--- src/rtl/fsa_tsi_pkg.sv ---
// Shared constants and the FSM state type for the chip-side TSI responder.
package fsa_tsi_pkg;

  localparam int TSI_W = 32;
  localparam logic [TSI_W-1:0] CMD_READ  = 32'd0;
  localparam logic [TSI_W-1:0] CMD_WRITE = 32'd1;
  localparam int ADDR_INC = 4;

  typedef enum logic [3:0] {
    S_CMD,
    S_ADDR_LO,
    S_ADDR_HI,
    S_LEN_LO,
    S_LEN_HI,
    S_WDATA,
    S_WREQ,
    S_WRESP,
    S_RREQ,
    S_RRESP,
    S_RDATA
  } tsi_state_e;

endpackage

--- src/rtl/fsa_tsi_target.sv ---
// Chip-side TSI target: decodes host read/write commands into single-word
// memory requests and streams read data back to the host.
module fsa_tsi_target
  import fsa_tsi_pkg::*;
#(
  parameter int ADDR_W = 32
) (
  input  logic              clock,
  input  logic              reset,
  input  logic              tsi_in_valid,
  output logic              tsi_in_ready,
  input  logic [TSI_W-1:0]  tsi_in_bits,
  output logic              tsi_out_valid,
  input  logic              tsi_out_ready,
  output logic [TSI_W-1:0]  tsi_out_bits,
  output logic              mem_req_valid,
  input  logic              mem_req_ready,
  output logic              mem_req_write,
  output logic [ADDR_W-1:0] mem_req_addr,
  output logic [TSI_W-1:0]  mem_req_wdata,
  input  logic              mem_resp_valid,
  input  logic [TSI_W-1:0]  mem_resp_rdata,
  output logic              busy,
  output logic              cmd_err
);

  tsi_state_e        state;
  tsi_state_e        state_next;
  logic              in_en;
  logic              is_write;
  logic              in_fire;
  logic              cmd_legal;
  logic [ADDR_W-1:0] addr;
  logic [TSI_W-1:0]  addr_lo;
  logic [TSI_W-1:0]  cnt;
  logic [TSI_W-1:0]  wdata;
  logic [TSI_W-1:0]  rdata;

  assign in_fire   = tsi_in_valid && tsi_in_ready;
  assign cmd_legal = (tsi_in_bits == CMD_READ) || (tsi_in_bits == CMD_WRITE);

  // in_en keeps tsi_in_ready low during reset and for the first cycle after it.
  always_ff @(posedge clock or negedge reset) begin
    if (!reset) begin
      state <= S_CMD;
      in_en <= 1'b0;
    end else begin
      state <= state_next;
      in_en <= 1'b1;
    end
  end

  always_comb begin
    state_next = state;
    unique case (state)
      S_CMD:     if (in_fire && cmd_legal) state_next = S_ADDR_LO;
      S_ADDR_LO: if (in_fire) state_next = S_ADDR_HI;
      S_ADDR_HI: if (in_fire) state_next = S_LEN_LO;
      S_LEN_LO:  if (in_fire) state_next = S_LEN_HI;
      S_LEN_HI:  if (in_fire) state_next = is_write ? S_WDATA : S_RREQ;
      S_WDATA:   if (in_fire) state_next = S_WREQ;
      S_WREQ:    if (mem_req_ready) state_next = S_WRESP;
      S_WRESP:   if (mem_resp_valid) state_next = (cnt == '0) ? S_CMD : S_WDATA;
      S_RREQ:    if (mem_req_ready) state_next = S_RRESP;
      S_RRESP:   if (mem_resp_valid) state_next = S_RDATA;
      S_RDATA:   if (tsi_out_ready) state_next = (cnt == '0) ? S_CMD : S_RREQ;
      default:   state_next = S_CMD;
    endcase
  end

  // Datapath registers; the address is truncated to ADDR_W and word-aligned.
  always_ff @(posedge clock or negedge reset) begin
    if (!reset) begin
      is_write <= 1'b0;
      addr     <= '0;
      addr_lo  <= '0;
      cnt      <= '0;
      wdata    <= '0;
      rdata    <= '0;
      cmd_err  <= 1'b0;
    end else begin
      unique case (state)
        S_CMD: begin
          if (in_fire) begin
            if (tsi_in_bits == CMD_WRITE) is_write <= 1'b1;
            else if (tsi_in_bits == CMD_READ) is_write <= 1'b0;
            else cmd_err <= 1'b1;
          end
        end
        S_ADDR_LO: if (in_fire) addr_lo <= tsi_in_bits;
        S_ADDR_HI: if (in_fire) addr <= ADDR_W'({tsi_in_bits, addr_lo} & ~64'd3);
        S_LEN_LO:  if (in_fire) cnt <= tsi_in_bits;
        S_WDATA:   if (in_fire) wdata <= tsi_in_bits;
        S_WRESP: begin
          if (mem_resp_valid) begin
            addr <= addr + ADDR_W'(ADDR_INC);
            if (cnt != '0) cnt <= cnt - 1'b1;
          end
        end
        S_RRESP:   if (mem_resp_valid) rdata <= mem_resp_rdata;
        S_RDATA: begin
          if (tsi_out_ready) begin
            addr <= addr + ADDR_W'(ADDR_INC);
            if (cnt != '0) cnt <= cnt - 1'b1;
          end
        end
        default: ;
      endcase
    end
  end

  assign tsi_in_ready  = in_en && (state inside {S_CMD, S_ADDR_LO, S_ADDR_HI,
                                                  S_LEN_LO, S_LEN_HI, S_WDATA});
  assign tsi_out_valid = (state == S_RDATA);
  assign tsi_out_bits  = rdata;
  assign mem_req_valid = (state == S_WREQ) || (state == S_RREQ);
  assign mem_req_write = (state == S_WREQ);
  assign mem_req_addr  = addr;
  assign mem_req_wdata = wdata;
  assign busy          = (state != S_CMD);

endmodule

--- config.mk ---
export PLATFORM = sky130hd
export DESIGN_NAME = fsa_tsi_target
export DESIGN_NICKNAME = d
export VERILOG_FILES = /design/src/rtl/fsa_tsi_pkg.sv /design/src/rtl/fsa_tsi_target.sv
export SDC_FILE = /design/constraint.sdc
export NUM_CORES = 1
export LEC_CHECK = 0
export BUFFER_PORTS_ARGS = -buffer_cell sky130_fd_sc_hd__buf_2
export CORE_MARGIN = 2
export CORE_UTILIZATION = 45
export CTS_BUF_LIST = sky130_fd_sc_hd__clkbuf_16
export DETAILED_ROUTE_END_ITERATION = 10
export PLACE_DENSITY = 0.71
export SYNTH_ARGS = -nofsm -noshare
export SYNTH_HDL_FRONTEND = slang
export SYNTH_SLANG_ARGS = --single-unit
--- constraint.sdc ---
create_clock -name clock -period 2.25 [get_ports clock]
set_input_delay 0.225 -clock clock [delete_from_list [all_inputs] [get_ports clock]]
set_output_delay 0.225 -clock clock [all_outputs]
set_load 0.1 [all_outputs]
After elaboration in Yosys (flattened, before gate mapping)
Index checks and enable logic that the tools add are counted.
{ "op_classes": {"n_addsub": 2, "n_eq_ne": 22, "n_mux": 26, "n_bitwise": 2, "reduce_logical": 22} }
{ "ops": {"columns": ["cell", "n"], "rows": [
  ["2-to-1 mux 32 bit", 7],
  ["case mux 32 bit (3 select lines)", 2],
  ["zero test 32 bit", 2],
  ["2-to-1 mux 4 bit", 13],
  ["case mux 4 bit (11 select lines)", 1],
  ["adder 32 x 3 -> 32 bit (second input constant)", 1],
  ["equality test 32 x 1 -> 1 bit (second input constant)", 1],
  ["nonzero test 32 bit", 1],
  ["subtractor 32 x 1 -> 32 bit (second input constant)", 1],
  ["inequality test 2 bit (second input constant)", 10],
  ["equality test 4 x 3 -> 1 bit (second input constant)", 4],
  ["equality test 4 bit (second input constant)", 3],
  ["AND reduction 4 bit", 3],
  ["AND reduction 11 bit", 1],
  ["equality test 4 x 2 -> 1 bit (second input constant)", 2],
  ["AND reduction 2 bit", 3],
  ["nonzero test 3 bit", 2],
  ["nonzero test 6 bit", 1],
  ["equality test 4 x 1 -> 1 bit (second input constant)", 1],
  ["zero test 4 bit", 1],
  ["nonzero test 4 bit", 1],
  ["logical AND 1 bit", 3],
  ["2-to-1 mux 3 bit", 1],
  ["AND reduction 3 bit", 1],
  ["5 further kinds", 8]
]} }
{ "word_totals": {"reg_bits": 167, "in_bits": 70, "out_inout_bits": 102, "wordCells": 83} }

Longest topological paths before layout
Gate-level depths: netlist of the first run.
{ "depth": {"ltp_word": 7, "ltp_mapped": 9, "mapped_depth_nobuf": 7} }

Worst setup path before layout of the first run
OpenSTA, ideal clock, no wires.
{ "synth_path": {"path_kind": "register to output", "from": "register state[1]", "to": "output mem_req_write", "arrival_time_ns": 3.013, "required_ns": 2.025, "slack_ns": -0.988, "stages_incl_launch_ff": 4, "path_buffers": 2, "path_cell_list": "dfrtp_1 clkbuf_1 clkbuf_1 nor3b_1"} }
{ "synth_via": {"elab_chain_len": 1} }
{ "synth_lines": {"columns": ["item", "line", "rtl"], "rows": [
  ["from (decl)", "fsa_tsi_target.sv:27", "tsi_state_e state;"],
  ["from (signal assigned)", "fsa_tsi_target.sv:48", "state <= state_next;"],
  ["equality test 4 x 3 -> 1 bit", "fsa_tsi_target.sv:117", "assign mem_req_write = (state == S_WREQ);"],
  ["to (decl)", "fsa_tsi_target.sv:18", "output logic mem_req_write,"]
]} }
Every way passes these cells.

Worst setup path after layout of the first run
{ "layout_path": {"from": "register state[3]", "to": "output mem_req_write"} }
Same word-level chain as after synthesis.

==> results of run 1 <==
==> flip-flops by register name (all words and copies together) (netlist names) <==
name,cells
addr_lo,30
cnt,32
tsi_out_bits,32
in_en,1
is_write,1
state,4
mem_req_addr,30
mem_req_wdata,32
cmd_err,1
==> final cells by class <==
cell class,count,area share (%)
Sequential cell,163,39.1
Multi-Input combinational cell,559,37.6
Timing Repair Buffer,242,14.2
Clock buffer,17,4.06
Tap cell,229,2.73
Clock inverter,15,1.95
Inverter,8,0.286
==> cell usage after synthesis, types with 3 or more instances <==
| library cell | number |
|---|---|
| nor2_1 | 42 |
| a22oi_1 | 7 |
| o22a_1 | 4 |
| buf_2 | 4 |
| dfrtp_1 | 163 |
| clkbuf_1 | 49 |
| nand2b_1 | 8 |
| o21ai_0 | 42 |
| nand3_1 | 28 |
| o211ai_1 | 3 |
| mux2_2 | 96 |
| a31o_2 | 5 |
| o2bb2ai_1 | 6 |
| or4_1 | 5 |
| a21oi_1 | 57 |
| nor3b_1 | 5 |
| a31oi_1 | 22 |
| and3_1 | 13 |
| inv_1 | 8 |
| a2bb2oi_1 | 6 |
| a41o_1 | 4 |
| o31ai_1 | 8 |
| nor4_1 | 15 |
| nand2_1 | 49 |
| a21o_1 | 4 |
| nand4_1 | 21 |
| and2_1 | 6 |
| and4_1 | 6 |
| a22o_1 | 3 |
| o22ai_1 | 15 |
| a211oi_1 | 3 |
| nor3_1 | 21 |
==> metal layers <==
metal | global-route usage, % | up-vias | share of wire (%)
met5 | 0 | - | 0
met4 | 9.04 | 0 | 2.3
met3 | 5.35 | 40 | 7.7
met2 | 37.7 | 343 | 47
met1 | 32.5 | 3519 | 43
li1 | - | 3395 | -
==> logic make-up (layout without fill, tap and decap cells) <==
logic type,after synthesis,after routing,synth area share [%]
and+or+nand+nor,235,236,15.4
adders and majority gates,2,2,0.305
other,2,3,0.0916
DFF,163,163,49.7
buffers and inverters,66,282,3.27
muxes,99,99,13.6
AOI/OAI and AO/OA,219,219,17.6
==> timing repair <==
action	CTS	global route
setup buffers	0	1
gates resized for setup	0	10
endpoints found under the hold margin	45	0
hold buffers	1	0
setup endpoints to repair	0	33
==> through the flow <==
step,setup TNS (ps),util (%),setup slack [ps]
floorplan,-30.8,-,-18.3
global placement,0,54.7,93.2
detailed placement,0,54.7,60.0
CTS,0,58.3,35.9
global route,-18.8,58.6,-18.8
finish,0,58.6,66.6
==> how the worst max path moves through the flow <==
stage | cells past startpoint | start | slack [ps] | end
final | 4 | state[3]$_DFFE_PN0P_ | 70 | mem_req_write
after CTS | 8 | cnt[1]$_DFFE_PN0P_ | 40 | state[3]$_DFFE_PN0P_
after floorplan | 6 | cnt[26]$_DFFE_PN0P_ | -20 | cnt[1]$_DFFE_PN0P_
after global placement | 5 | cnt[27]$_DFFE_PN0P_ | 90 | cnt[1]$_DFFE_PN0P_
after global routing | 6 | cnt[0]$_DFFE_PN0P_ | -20 | cnt[25]$_DFFE_PN0P_
after detailed placement | 8 | cnt[1]$_DFFE_PN0P_ | 60 | state[3]$_DFFE_PN0P_
==> run summary, run 1 <==
outcome: completed
Avg Inst Size Synth: 10.4 um2
Worst Min Path Start: mem_resp_rdata[26]
critical path capture point type: primary output
Worst Hold Class: in -> reg
leading area contributor after synthesis: dfrtp_1
area grow syn2layout: 27.9%
H-tree level count: 4
initial DRC count: 458
first-pass GRT wire length: 37.1 mm
CTS tree: built
setup violators final: 0
gr ovfl total: 0
post-route cell area: 0.0105 mm2
# rows: 49
insertion delay to the later sink of the worst-skew pair: 430 ps
full die area: 0.0193 mm2
detailed placement HPWL: 16.6 mm
Sequential Area: 0.00410 mm2
Slew @ Worst Pin: 534 ps
fin nets: 1063
IO Port Bufs: 169
Worst-path clk slew: 70 ps
layout cells sized above 1: 41.3%
Final Max Tran Viols: 0
Synth Register Bits: 163
Post-route DRC: 0
RSZ-0062 raised after global routing: yes
Worst path top cell family by delay: buffers and inverters
Vias: 7297
post-DR vias/cell: 5.92
initial antenna violation count: 0
post-route ant nets: 0
CP max stage delay: 450 ps
Sink Count: 163
worst hold stages: 2
Mapped Area: 0.00820 mm2
Fillers: 1533
average wire per standard cell: 18.7 um
sum of buffers and inverters on the critical path: 2
normalized max-slew margin: 64.0%
R2R Path Start: cnt[27]$_DFFE_PN0P_
GRT Total Usage: 23.9%
Longest Clk Path Bufs: 2
worst hold margin: 22.0 ps
sequential cell area fraction in the yosys report: 49.7%
R2R depth: 6
core area: 0.0179 mm2
MaxCap Viol Count: 0
WHS Endpoint: tsi_out_bits[26]$_DFFE_PN0P_
Cells after Synth: 786
most used flip-flop cell after synthesis: dfrtp_1
r2r endpoint: cnt[17]$_DFFE_PN0P_
required time worst endpoint: 2030 ps
slowest CP cell: buf_2
placed cells: 1198
Die Height: 139 um
commonest non-fill, non-tap cell in the layout: buf_2
WP data arrival: 1960 ps
Cell Count, Final, Fillers Out: 1233
DRT Wirelength: 23.0 mm
crit path max fanout: 12
final hold violations: 0
ANT cells: 0
fmax: 0.458 GHz
fin crit share: 97.0%
CP Class: reg -> out
clk_skew: 14.7 ps
top-area cell type share of the netlist area: 49.7%
EDFF count, synth: 0
R2R Setup Slk: 70 ps
DRT Pass-1 Iters: 5
post-layout min period: 2180 ps
largest cells by area after synthesis: dfrtp_1, mux2_2, a21oi_1, o21ai_0, clkbuf_1
largest net degree at the start of global routing: 56
CTS Buf Count: 17
Startpoint Class: flip-flop
fraction of registers with async set/reset: 100%
I/O pins: 172
area post-placement: 0.00979 mm2
final RePlAce weighted congestion: 0.945
Die X: 139 um
Synth cell types: 75
clock root buffer: clkbuf_16
most frequent cells in the layout: buf_2, dfrtp_1, mux2_2, buf_4, a21oi_1
Synth warnings: 0
multi-input logic area: 0.00394 mm2
Critical Path, Cell by Cell: buf_4 > nand2b_1 > nor3b_2 > buf_2
Initial Util: 45.8%
vias in the first global route: 7179
Power of run 1 is left out: the tool's default activity adds up to more than one toggle a clock period on the data nets, which glitch-free logic cannot reach.
==> inputs of run 2 (changes only) <==
Settings changed: RECOVER_POWER from default to 50.
==> run summary, run 2 (synthesized netlist as in run 1, its figures left out) <==
I/O pins: 172
R2R depth: 5
CP Class: reg -> out
commonest non-fill, non-tap cell in the layout: dfrtp_1
worst hold stages: 2
# rows: 49
Slew @ Worst Pin: 1250 ps
fin crit share: 97.7%
final hold violations: 0
insertion delay to the later sink of the worst-skew pair: 430 ps
fmax: 0.455 GHz
ANT cells: 0
Die Height: 139 um
fin nets: 1063
CTS Buf Count: 17
crit path max fanout: 12
Final Max Tran Viols: 0
RSZ-0062 raised after global routing: yes
most frequent cells in the layout: dfrtp_1, buf_2, mux2_2, buf_4, a21oi_1
Initial Util: 45.8%
initial DRC count: 455
layout cells sized above 1: 36.6%
core area: 0.0179 mm2
initial antenna violation count: 0
full die area: 0.0193 mm2
Worst Hold Class: in -> reg
average wire per standard cell: 18.7 um
outcome: completed
vias in the first global route: 7179
normalized max-slew margin: 16.4%
required time worst endpoint: 2030 ps
DRT Wirelength: 23.1 mm
WP data arrival: 1970 ps
post-route ant nets: 0
CTS tree: built
H-tree level count: 4
Post-route DRC: 0
clock root buffer: clkbuf_16
MaxCap Viol Count: 0
r2r endpoint: cnt[30]$_DFFE_PN0P_
R2R Path Start: cnt[27]$_DFFE_PN0P_
GRT Total Usage: 23.9%
Die X: 139 um
final RePlAce weighted congestion: 0.945
detailed placement HPWL: 16.6 mm
Startpoint Class: flip-flop
post-layout min period: 2200 ps
first-pass GRT wire length: 37.1 mm
WHS Endpoint: tsi_out_bits[1]$_DFFE_PN0P_
Longest Clk Path Bufs: 2
R2R Setup Slk: 70 ps
largest net degree at the start of global routing: 56
crit path setup slack, layout: 51.8 ps
utilization after layout: 58.1%
DRT Pass-1 Iters: 7
Sink Count: 163
Worst Min Path Start: mem_resp_rdata[1]
critical path capture point type: primary output
setup violators final: 0
clk_skew: 18.1 ps
area grow syn2layout: 26.9%
post-DR vias/cell: 5.96
pre-CTS WS: 60.0 ps
IO Port Bufs: 169
Worst-path clk slew: 60 ps
Vias: 7345
gr ovfl total: 0
[run 2: timing repair]
| item | 4_1_cts | 5_1_grt |
|---|---|---|
| hold buffers | 1 | 0 |
| resized for setup | 0 | 10 |
| endpoints found under the setup margin | 0 | 33 |
| buffers inserted | 0 | 1 |
| hold endpoints to repair | 45 | 0 |
[run 2: metrics by stage]
step / instance area (um2) / hold slack, ps / instances / TNS (ps)
after floorplan: 8270 / -70.6 / 787 / -30.8
after global placement: 9790 / 201 / 1198 / 0
after detailed placement: 9790 / 198 / 1198 / 0
after CTS: 10400 / 10.2 / 1231 / 0
after global routing: 10400 / 13.3 / 1233 / -18.8
final: 10400 / 18.3 / 1233 / 0
[run 2: routing by layer]
layer	track usage, %	wire length [um]	part of all wire, %	vias up
met2	37.7	10800	47	360
met1	32.5	10000	43	3545
li1	-	-	-	3393
met4	9.04	576	2.5	0
met3	5.35	1730	7.5	47
met5	0	0	0	-
[run 2: worst max-delay path by stage]
| stage | start | end | depth (start not counted) |
|---|---|---|---|
| 3_5_place_dp | cnt[1]$_DFFE_PN0P_ | state[3]$_DFFE_PN0P_ | 8 |
| 6_report | state[3]$_DFFE_PN0P_ | mem_req_write | 4 |
| 3_3_place_gp | cnt[27]$_DFFE_PN0P_ | cnt[1]$_DFFE_PN0P_ | 5 |
| 4_1_cts | cnt[1]$_DFFE_PN0P_ | state[3]$_DFFE_PN0P_ | 8 |
| 2_1_floorplan | cnt[26]$_DFFE_PN0P_ | cnt[1]$_DFFE_PN0P_ | 6 |
| 5_1_grt | cnt[0]$_DFFE_PN0P_ | cnt[25]$_DFFE_PN0P_ | 6 |
[run 2: area by class of cell]
| type | count | area (um2) |
|---|---|---|
| clock buffers | 17 | 425 |
| repair buffers | 242 | 1420 |
| inverters | 8 | 30.0 |
| clock inverters | 15 | 204 |
| well taps | 229 | 287 |
| flip-flops and latches | 163 | 4100 |
| multi-input cells | 559 | 3940 |
| fillers | 1558 | 7500 |
[run 2: critical path, stage by stage (launching register included)]
cell	delay, ps
dfrtp_1	420
buf_4	190
nand2b_1	260
nor3b_2	220
buf_2	450
Power of run 2 is left out for the same reason.
